`src/rtl/wave_param_loader.sv`:
```
// Command front end for the two-channel wave generator: decodes write/commit bytes into shadows
// and applies all shadows to the packed parameter buses at once. Optional ACK echo: WAVE_PARAM_LOADER_ECHO_EN.
module wave_param_loader #(
    parameter int          TIMEOUT_CYCLES = 1024,
    parameter logic [7:0]  ACK_BYTE       = 8'hA5
) (
    input  logic               clk,
    input  logic               reset,
    input  logic [7:0]         in_data,
    input  logic               in_valid,
    output logic               in_ready,
    output logic signed [31:0] amps,
    output logic [31:0]        offsets,
    output logic [31:0]        phasewords,
    output logic               pending,
    output logic               cmd_err,
    output logic [7:0]         out_data,
    output logic               out_valid,
    input  logic               out_ready
);

    localparam int CW = $clog2(TIMEOUT_CYCLES + 1);

    typedef enum logic [2:0] {
        ST_IDLE    = 3'd0,
        ST_DATA_HI = 3'd1,
        ST_DATA_LO = 3'd2,
`ifdef WAVE_PARAM_LOADER_ECHO_EN
        ST_ECHO    = 3'd4,
`endif
        ST_APPLY   = 3'd3
    } state_t;

    // Write command: 8'b10ff_000c with ff in {00,01,10}
    function automatic logic is_write(input logic [7:0] b);
        return (b[7:6] == 2'b10) && (b[5:4] != 2'b11) && (b[3:1] == 3'b000);
    endfunction

    function automatic logic [31:0] merge_half(input logic [31:0] cur, input logic chan,
                                               input logic [15:0] val);
        return chan ? {val, cur[15:0]} : {cur[31:16], val};
    endfunction

    state_t         state_r, state_s;
    logic [CW-1:0]  cnt_r;
    logic [1:0]     field_r;
    logic           chan_r;
    logic [7:0]     hi_r;
    logic [31:0]    amp_sh_r, off_sh_r, pw_sh_r;
    logic [31:0]    amps_r, offsets_r, phasewords_r;
    logic           pending_r, cmd_err_r, in_ready_r;
    logic           accept_s, in_packet_s, timeout_s, err_s, wr_s, apply_s;

    assign accept_s    = in_valid & in_ready_r;
    assign in_packet_s = (state_r == ST_DATA_HI) || (state_r == ST_DATA_LO);
    assign timeout_s   = in_packet_s && !accept_s && (cnt_r == CW'(TIMEOUT_CYCLES - 1));

    // Next-state decode and one-cycle action strobes
    always_comb begin
        state_s = state_r;
        err_s   = 1'b0;
        wr_s    = 1'b0;
        apply_s = 1'b0;
        case (state_r)
            ST_IDLE: begin
                if (accept_s) begin
                    if (is_write(in_data)) begin
                        state_s = ST_DATA_HI;
                    end else if (in_data == 8'hC0) begin
                        state_s = ST_APPLY;
                    end else begin
                        err_s = 1'b1;
                    end
                end else begin
                    state_s = ST_IDLE;
                end
            end
            ST_DATA_HI: begin
                if (accept_s) begin
                    state_s = ST_DATA_LO;
                end else if (timeout_s) begin
                    state_s = ST_IDLE;
                    err_s   = 1'b1;
                end else begin
                    state_s = ST_DATA_HI;
                end
            end
            ST_DATA_LO: begin
                if (accept_s) begin
                    state_s = ST_IDLE;
                    wr_s    = 1'b1;
                end else if (timeout_s) begin
                    state_s = ST_IDLE;
                    err_s   = 1'b1;
                end else begin
                    state_s = ST_DATA_LO;
                end
            end
            ST_APPLY: begin
                apply_s = 1'b1;
`ifdef WAVE_PARAM_LOADER_ECHO_EN
                state_s = ST_ECHO;
`else
                state_s = ST_IDLE;
`endif
            end
`ifdef WAVE_PARAM_LOADER_ECHO_EN
            ST_ECHO: begin
                if (out_ready) begin
                    state_s = ST_IDLE;
                end else begin
                    state_s = ST_ECHO;
                end
            end
`endif
            default: state_s = ST_IDLE;
        endcase
    end

    // State, packet context, timeout counter and handshake/error flags
    always_ff @(posedge clk) begin
        if (reset) begin
            state_r    <= ST_IDLE;
            cnt_r      <= '0;
            field_r    <= 2'b00;
            chan_r     <= 1'b0;
            hi_r       <= 8'h00;
            cmd_err_r  <= 1'b0;
            in_ready_r <= 1'b1;
        end else begin
            state_r    <= state_s;
            cmd_err_r  <= err_s;
            in_ready_r <= (state_s == ST_IDLE) || (state_s == ST_DATA_HI) || (state_s == ST_DATA_LO);
            if (accept_s || !in_packet_s) begin
                cnt_r <= '0;
            end else begin
                cnt_r <= cnt_r + 1'b1;
            end
            if (accept_s && (state_r == ST_IDLE)) begin
                field_r <= in_data[5:4];
                chan_r  <= in_data[0];
            end
            if (accept_s && (state_r == ST_DATA_HI)) begin
                hi_r <= in_data;
            end
        end
    end

    // Shadow writes and the simultaneous commit of all shadows to the outputs
    always_ff @(posedge clk) begin
        if (reset) begin
            amp_sh_r     <= 32'h0000_0000;
            off_sh_r     <= 32'h0000_0000;
            pw_sh_r      <= 32'h0000_0000;
            amps_r       <= 32'h0000_0000;
            offsets_r    <= 32'h0000_0000;
            phasewords_r <= 32'h0000_0000;
            pending_r    <= 1'b0;
        end else begin
            if (wr_s) begin
                case (field_r)
                    2'b00:   amp_sh_r <= merge_half(amp_sh_r, chan_r, {hi_r, in_data});
                    2'b01:   off_sh_r <= merge_half(off_sh_r, chan_r, {hi_r, in_data});
                    2'b10:   pw_sh_r  <= merge_half(pw_sh_r,  chan_r, {hi_r, in_data});
                    default: amp_sh_r <= amp_sh_r;
                endcase
            end
            if (apply_s) begin
                amps_r       <= amp_sh_r;
                offsets_r    <= off_sh_r;
                phasewords_r <= pw_sh_r;
                pending_r    <= 1'b0;
            end else if (wr_s) begin
                pending_r    <= 1'b1;
            end
        end
    end

    assign in_ready   = in_ready_r;
    assign amps       = amps_r;
    assign offsets    = offsets_r;
    assign phasewords = phasewords_r;
    assign pending    = pending_r;
    assign cmd_err    = cmd_err_r;

`ifdef WAVE_PARAM_LOADER_ECHO_EN
    logic       out_valid_r;
    logic [7:0] out_data_r;

    // Echo register: valid and ACK byte held for the whole ECHO state
    always_ff @(posedge clk) begin
        if (reset) begin
            out_valid_r <= 1'b0;
            out_data_r  <= 8'h00;
        end else begin
            out_valid_r <= (state_s == ST_ECHO);
            out_data_r  <= (state_s == ST_ECHO) ? ACK_BYTE : 8'h00;
        end
    end

    assign out_valid = out_valid_r;
    assign out_data  = out_data_r;
`else
    logic unused_out_ready_s;
    assign unused_out_ready_s = out_ready;
    assign out_valid          = 1'b0;
    assign out_data           = 8'h00;
`endif

endmodule

```
`config.mk`:
```
export PLATFORM = sky130hd
export DESIGN_NAME = wave_param_loader
export DESIGN_NICKNAME = d
export VERILOG_FILES = /design/src/rtl/wave_param_loader.sv
export SDC_FILE = /design/constraint.sdc
export NUM_CORES = 1
export LEC_CHECK = 0
export BUFFER_PORTS_ARGS = -buffer_cell sky130_fd_sc_hd__buf_2
export CORE_MARGIN = 1.5
export CORE_UTILIZATION = 46
export DETAILED_ROUTE_END_ITERATION = 12
export PLACE_DENSITY = 0.78
export SLEW_MARGIN = 20
export SYNTH_ARGS = -nofsm -noshare
export SYNTH_HDL_FRONTEND = slang
export SYNTH_SLANG_ARGS = --single-unit
```
`constraint.sdc`:
```
create_clock -name clk -period 2.61 [get_ports clk]
set_clock_uncertainty 0.2 [all_clocks]
set_input_delay 0.1305 -clock clk [delete_from_list [all_inputs] [get_ports clk]]
set_output_delay 0.1305 -clock clk [all_outputs]
set_load 0.005 [all_outputs]
```
### Word-level counts from Yosys, hierarchy flattened

Cells that the tools add are included.

| word-level totals | value |
|---|---|
| input port bits | 12 |
| bits in registers | 220 |
| memories kept | 0 |
| output and inout port bits | 108 |
| RAM bits | 0 |
| logic and storage cells | 73 |
| bits in latches | 0 |
| memory bits (read-only) | 0 |

| operators by class | value |
|---|---|
| shifts and indexed selects | 0 |
| $lt $le $gt $ge | 0 |
| bitwise gates (word level) | 2 |
| multiply operators | 0 |
| equality and inequality tests | 11 |
| divide/modulo/power cells | 0 |
| add/sub/neg operators | 1 |
| muxes and demuxes | 17 |
| reduce and logical (&&, ||, !) cells | 25 |

Operators with widths:

| kind | number |
|---|---|
| AND reduction 3 bit | 6 |
| adder 11 x 1 -> 11 bit, second input constant | 1 |
| equality test 11 x 10 -> 1 bit, second input constant | 1 |
| equality test 3 x 2 -> 1 bit, second input constant | 3 |
| zero test 3 bit | 3 |
| two-way mux 1 bit | 9 |
| two-way mux 3 bit | 3 |
| case mux 3 bit (3 select lines) | 1 |
| equality test 8 bit, second input constant | 1 |
| equality test 3 x 1 -> 1 bit, second input constant | 2 |
| logical AND 1 bit | 6 |
| two-way mux 2 bit | 3 |
| OR reduction 2 bit | 3 |
| equality test 2 bit, second input constant | 2 |
| logical OR 1 bit | 4 |
| equality test 2 x 1 -> 1 bit, second input constant | 1 |
| zero test 1 bit | 2 |
| zero test 2 bit | 1 |
| inequality test 2 bit, second input constant | 1 |
| case mux 1 bit (2 select lines) | 1 |
| AND 1 bit | 1 |
| NOT 1 bit | 1 |

### Depth between registers and ports, before layout

| depth | value |
|---|---|
| depth after elaboration | 10 |
| mapped depth | 8 |

### Least setup slack after synthesis

OpenSTA, ideal clock, no wires.

| timing | value |
|---|---|
| path kind | register to register |
| from | register state_r[1] |
| to | register amp_sh_r[5] |
| data required time | 2.282 ns |
| arrival | 1.545 ns |
| path slack | 0.737 ns |
| library setup time | 0.128 ns |
| stages on the path, launching flop included | 7 |
| path through | dfxtp_1 > buf_4 > nand4bb_4 > nor4_4 > buf_6 > mux2i_1 > nor2_1 |

| between the ends | value |
|---|---|
| cells in the longest elaborated chain, start to end | 3 |

RTL lines:

| item | line | source |
|---|---|---|
| start, declared | 44 | `state_t state_r, state_s;` |
| start signal, assigned | 131 | `state_r <= state_s;` |
| equality test 3 x 2 -> 1 bit | 64 | `case (state_r)` |
| two-way mux 1 bit | 64 |  |
| AND reduction 3 bit (no line) | -- |  |
| end signal, assigned | 162 | `2'b00: amp_sh_r <= merge_half(amp_sh_r, chan_r, {hi_r, in_data});` |
| end signal, assigned | 165 | `default: amp_sh_r <= amp_sh_r;` |
| end, declared | 49 | `logic [31:0] amp_sh_r, off_sh_r, pw_sh_r;` |

No other way between the ends.
A chain may end at the register's enable or synchronous reset.

### Worst setup path in the final report

| timing | value |
|---|---|
| from | input port in_data[7] |
| to | register in_ready_r, in the netlist in_ready |

| between the ends | value |
|---|---|
| cells in the longest elaborated chain, start to end | 9 |
| elaborated cells between the ends (all ways) | 13 |
| classes of those cells | eq/ne (4); mux (4); reduce/logical (5) |

RTL lines:

| item | line | source |
|---|---|---|
| start, declared | 9 | `input logic [7:0] in_data,` |
| branches (longest 3 deep; another with equality test 8 bit) | -- |  |
| two-way mux 3 bit (*) | 67 | `if (is_write(in_data)) begin` |
| two-way mux 3 bit (*) | 66 | `if (accept_s) begin` |
| case mux 3 bit (3 select lines) (*) | 64 |  |
| equality test 3 x 1 -> 1 bit / zero test 3 bit (equally long branches) | 133 | `in_ready_r <= (state_s == ST_IDLE) \|\| (state_s == ST_DATA_HI) \|\| (state_s == ST_DATA_LO);` |
| logical OR 1 bit | 133 |  |
| logical OR 1 bit (*) | 133 |  |
| end signal, assigned | 133 |  |
| end, declared | 51 | `logic pending_r, cmd_err_r, in_ready_r;` |

Mark *: on every way between the ends.

==> implementation parameters <==
Parameter                              Value

Clock tree
  TritonCTS clock tree ... built
  Worst-Skew Late Latency ... 0.49 ns
  Library cell used as clock root buffer ... sky130_fd_sc_hd__clkbuf_16
  Register clock-pin slew on the reported worst setup and hold paths ... 0.06 ns
  Sink Count ... 220
  Bufs on Longest Clock Path ... 3
  Gates resized, CTS repair ... 0
  Total CTS buffers ... 23
  H-Tree Level Count ... 1

Place
  HPWL after DPL ... 11400 um
  Count of buffers from port buffering ... 109
  Final GP Congestion ... 0.778
  Pre-CTS setup slack ... 0.461 ns
  Post-placement cell area ... 8650 sq um

Worst setup path
  Critical Setup Path Class ... in -> reg
  Required time of the critical path ... 2.79 ns
  CP cell instances ... dlygate4sd3_1 -> buf_2 -> or4b_1 -> nor4_1 -> nand4_1 -> dlygate4sd3_1
  Cell repeated most along the worst path ... sky130_fd_sc_hd__dlygate4sd3_1
  Register-to-Register Path Depth ... 4
  Max FO, Critical Path ... 8
  Critical register-to-register path startpoint ... state_r[1]$_SDFF_PP0_
  Nature of the critical path startpoint ... input port
  Critical path endpoint category ... flop
  Slowest library cell on the worst path ... sky130_fd_sc_hd__or4b_1
  Arr. time, crit path ... 2.70 ns
  R2R setup slack ... 0.39 ns
  Crit Reg-Reg Endpoint ... in_ready$_SDFF_PP1_
  Crit path largest cell delay ... 0.59 ns

Cells and area
  Count of inserted antenna diode cells ... 0
  Layout cell share with drive strength beyond 1 ... 16.5%
  Commonest non-fill, non-tap cells in the layout ... sky130_fd_sc_hd__nand2_1, sky130_fd_sc_hd__dfxtp_1, sky130_fd_sc_hd__a21oi_1
  Number of nets in the layout ... 1001
  Layout Cell Area excl Fill ... 9490 sq um
  Fill cell instance count of the final layout ... 1536
  Leading cell type in the layout, fill and taps excluded ... sky130_fd_sc_hd__nand2_1
  Area growth from synthesis to layout ... 18.9%

Global routing
  Total track usage ... 20.5%
  Pin count of the biggest net entering global routing ... 114
  GR Util met1 ... 27.9%
  Most used routing layer in global routing ... met2
  Met2 capacity usage during global routing ... 34.0%
  Leftover overflow at the end of global routing ... 0
  Number of global-route vias before repair ... 5542
  Initial antenna violation count ... 0
  Wire length of the first global-routing pass ... 29400 um
  Routing usage on met3 ... 3.68%

Floorplan
  IO Count ... 120
  Core Rows ... 47
  Floorplan die height ... 135 um
  Placeable core region ... 16800 sq um
  Width of the die ... 135 um
  Starting Density ... 47.6%
  Die Area ... 18200 sq um

Synthesis
  Area share of the largest cell type after synthesis ... 55.2%
  Distinct cell type count after synthesis ... 42
  Proportion of synthesized chip area in sequential cells ... 55.2%
  EDFF count, synth ... 0
  Yosys reg bits ... 220
  Yosys warning count ... 0
  Most instantiated flip-flop cell in the synthesis netlist ... sky130_fd_sc_hd__dfxtp_1
  Post-synthesis instance area ... 7990 sq um
  Mean post-synth cell area ... 8.94 sq um
  Async set-reset flop share out of synthesis ... 0%
  Main area contributors after synthesis ... sky130_fd_sc_hd__dfxtp_1, sky130_fd_sc_hd__mux2i_1, sky130_fd_sc_hd__nand2_1, sky130_fd_sc_hd__a21oi_1, sky130_fd_sc_hd__nor2_1
  Gate count of the mapped netlist ... 893
  Synth area leader ... sky130_fd_sc_hd__dfxtp_1

Worst hold path
  Launch point of the worst hold path ... amp_sh_r[30]$_SDFFE_PP0P_
  HP Class ... reg -> reg
  Hold worst-path end ... amps[30]$_SDFFE_PP0P_
  Number of cells on the worst hold path ... 2

Detailed routing
  Antenna-violating nets left ... 0
  Post-route DRC ... 0
  Vias post-DR ... 6137
  Post-DR vias/cell ... 5.02
  Total length of routed wires ... 18800 um
  Detailed Routing Iterations Pass 1 ... 4
  Number of DRC violations after detailed-routing iteration 0 ... 346
  Average detailed-routed wire length per instance ... 15.4 um

Timing
  Number of pins with negative max-slew slack in the final report ... 0
  Fraction of the cycle the final worst path needs ... 96.5%
  Setup tns final ... 0 ns
  Tmin final ... 2.52 ns
  Final Setup Violations ... 0
  Minimum setup slack in the final design ... 0.0907 ns
  Number of failing hold endpoints at the final stage ... 0
  Hold WS ... 0.248 ns
  Worst Tran Pin Value ... 0.672 ns
  Setup repair after global routing missed its margin ... no
  Max Freq ... 0.397 GHz
  Worst slew margin relative to its limit ... 55.1%

Power and ir drop
  Combinational Power Share ... 2.0%
  NetSw ... 1.35 mW
  Largest vdd supply drop ... 0.445 mV
  Total leakage power ... 3.81 nW
  Internal power ... 5.33 mW
  Fraction of power spent switching nets ... 20.3%
  Clk pwr share ... 47.6%
  Power density of the placed cells ... 704 nW/um^2
  Sequential share of power ... 50.5%

Flow run
  Reported max-cap violation count ... 0

Run status
  Status ... finished clean
## critical path: cells and delay by family
kind          cells  cell delay, ns
buf+inv           3            1.44
simple gates      3            1.11
## Yosys cell counts (all sizes together) (2+ instances only)
master / count
a21oi: 116
clkbuf: 41
nor2b: 3
nor4: 3
nor2: 106
or2: 2
xor2: 4
xnor2: 6
dfxtp: 220
nand3: 3
mux2i: 91
buf: 33
nor4b: 2
nor3: 4
and3: 2
nand2: 232
nand4: 5
## sequential cells by signal, indices dropped and copies added (netlist names)
signal,flops
offsets,32
amps,32
cnt_r,11
phasewords,32
chan_r,1
pw_sh_r,32
pending,1
cmd_err,1
hi_r,8
in_ready,1
amp_sh_r,32
field_r,2
state_r,3
off_sh_r,32
## layout make-up
type                            count  area [sq um]  share of cell area [%]
Sequential cell                   220          4400                    46.4
Tap cell                          220           275                    2.90
Clock buffer                       35           661                    6.96
Clock inverter                      4          70.1                   0.738
Timing Repair Buffer              135           812                    8.56
Multi-Input combinational cell    607          3270                    34.4
Inverter                            1          3.75                  0.0395
## metal layers
metal	part of all wire, %	vias to the layer above
li1	-	3097
met1	44	2855
met2	47	158
met3	7.1	27
met4	1.8	0
met5	0	-
## worst max path at each step
stage / start / to / slack [ns]
floorplan: state_r[1]$_SDFF_PP0_ / amp_sh_r[5]$_SDFFE_PP0P_ / 0.74
global placement: state_r[1]$_SDFF_PP0_ / pw_sh_r[30]$_SDFFE_PP0P_ / 0.50
detailed placement: state_r[2]$_SDFF_PP0_ / off_sh_r[5]$_SDFFE_PP0P_ / 0.46
CTS: in_data[7] / in_ready$_SDFF_PP1_ / 0.19
global route: in_data[7] / in_ready$_SDFF_PP1_ / 0.009
finish: in_data[7] / in_ready$_SDFF_PP1_ / 0.09
## cells by family (layout without fill, tap and decap cells)
family	count (synthesis)	after routing	synth area share (%)
xor+xnor	10	10	1.10
flops	220	220	55.2
mux	91	91	11.4
simple gates	371	371	19.4
other cells	1	10	0.0470
compound gates	124	124	8.12
buf+inv	75	175	4.65
fa+ha+maj	1	1	0.157
## metrics by stage
| stage | total power [mW] | cells | util [%] |
|---|---|---|---|
| finish | 6.68 | 1222 | 56.6 |
| floorplan | 3.53 | 902 | - |
| CTS | 6.74 | 1222 | 56.6 |
| global placement | 3.57 | 1172 | 51.6 |
| detailed placement | 3.57 | 1172 | 51.6 |
| global route | 6.87 | 1222 | 56.6 |
## power groups by stage
| stage | registers, mW | clock network [mW] | logic (mW) |
|---|---|---|---|
| 2_1_floorplan | 3.44 | 0 | 0.0891 |
| 3_3_place_gp | 3.44 | 0 | 0.121 |
| 3_5_place_dp | 3.44 | 0 | 0.121 |
| 4_1_cts | 3.37 | 3.24 | 0.133 |
| 5_1_grt | 3.37 | 3.36 | 0.144 |
| 6_report | 3.37 | 3.18 | 0.133 |
## timing repair
item                                    in CTS  in global routing
endpoints found under the setup margin       0                  0
endpoints found under the hold margin      101                  0
hold buffers                                11                  0
setup buffers                                0                  0
No activity file was read; power rests on OpenSTA's default activity.
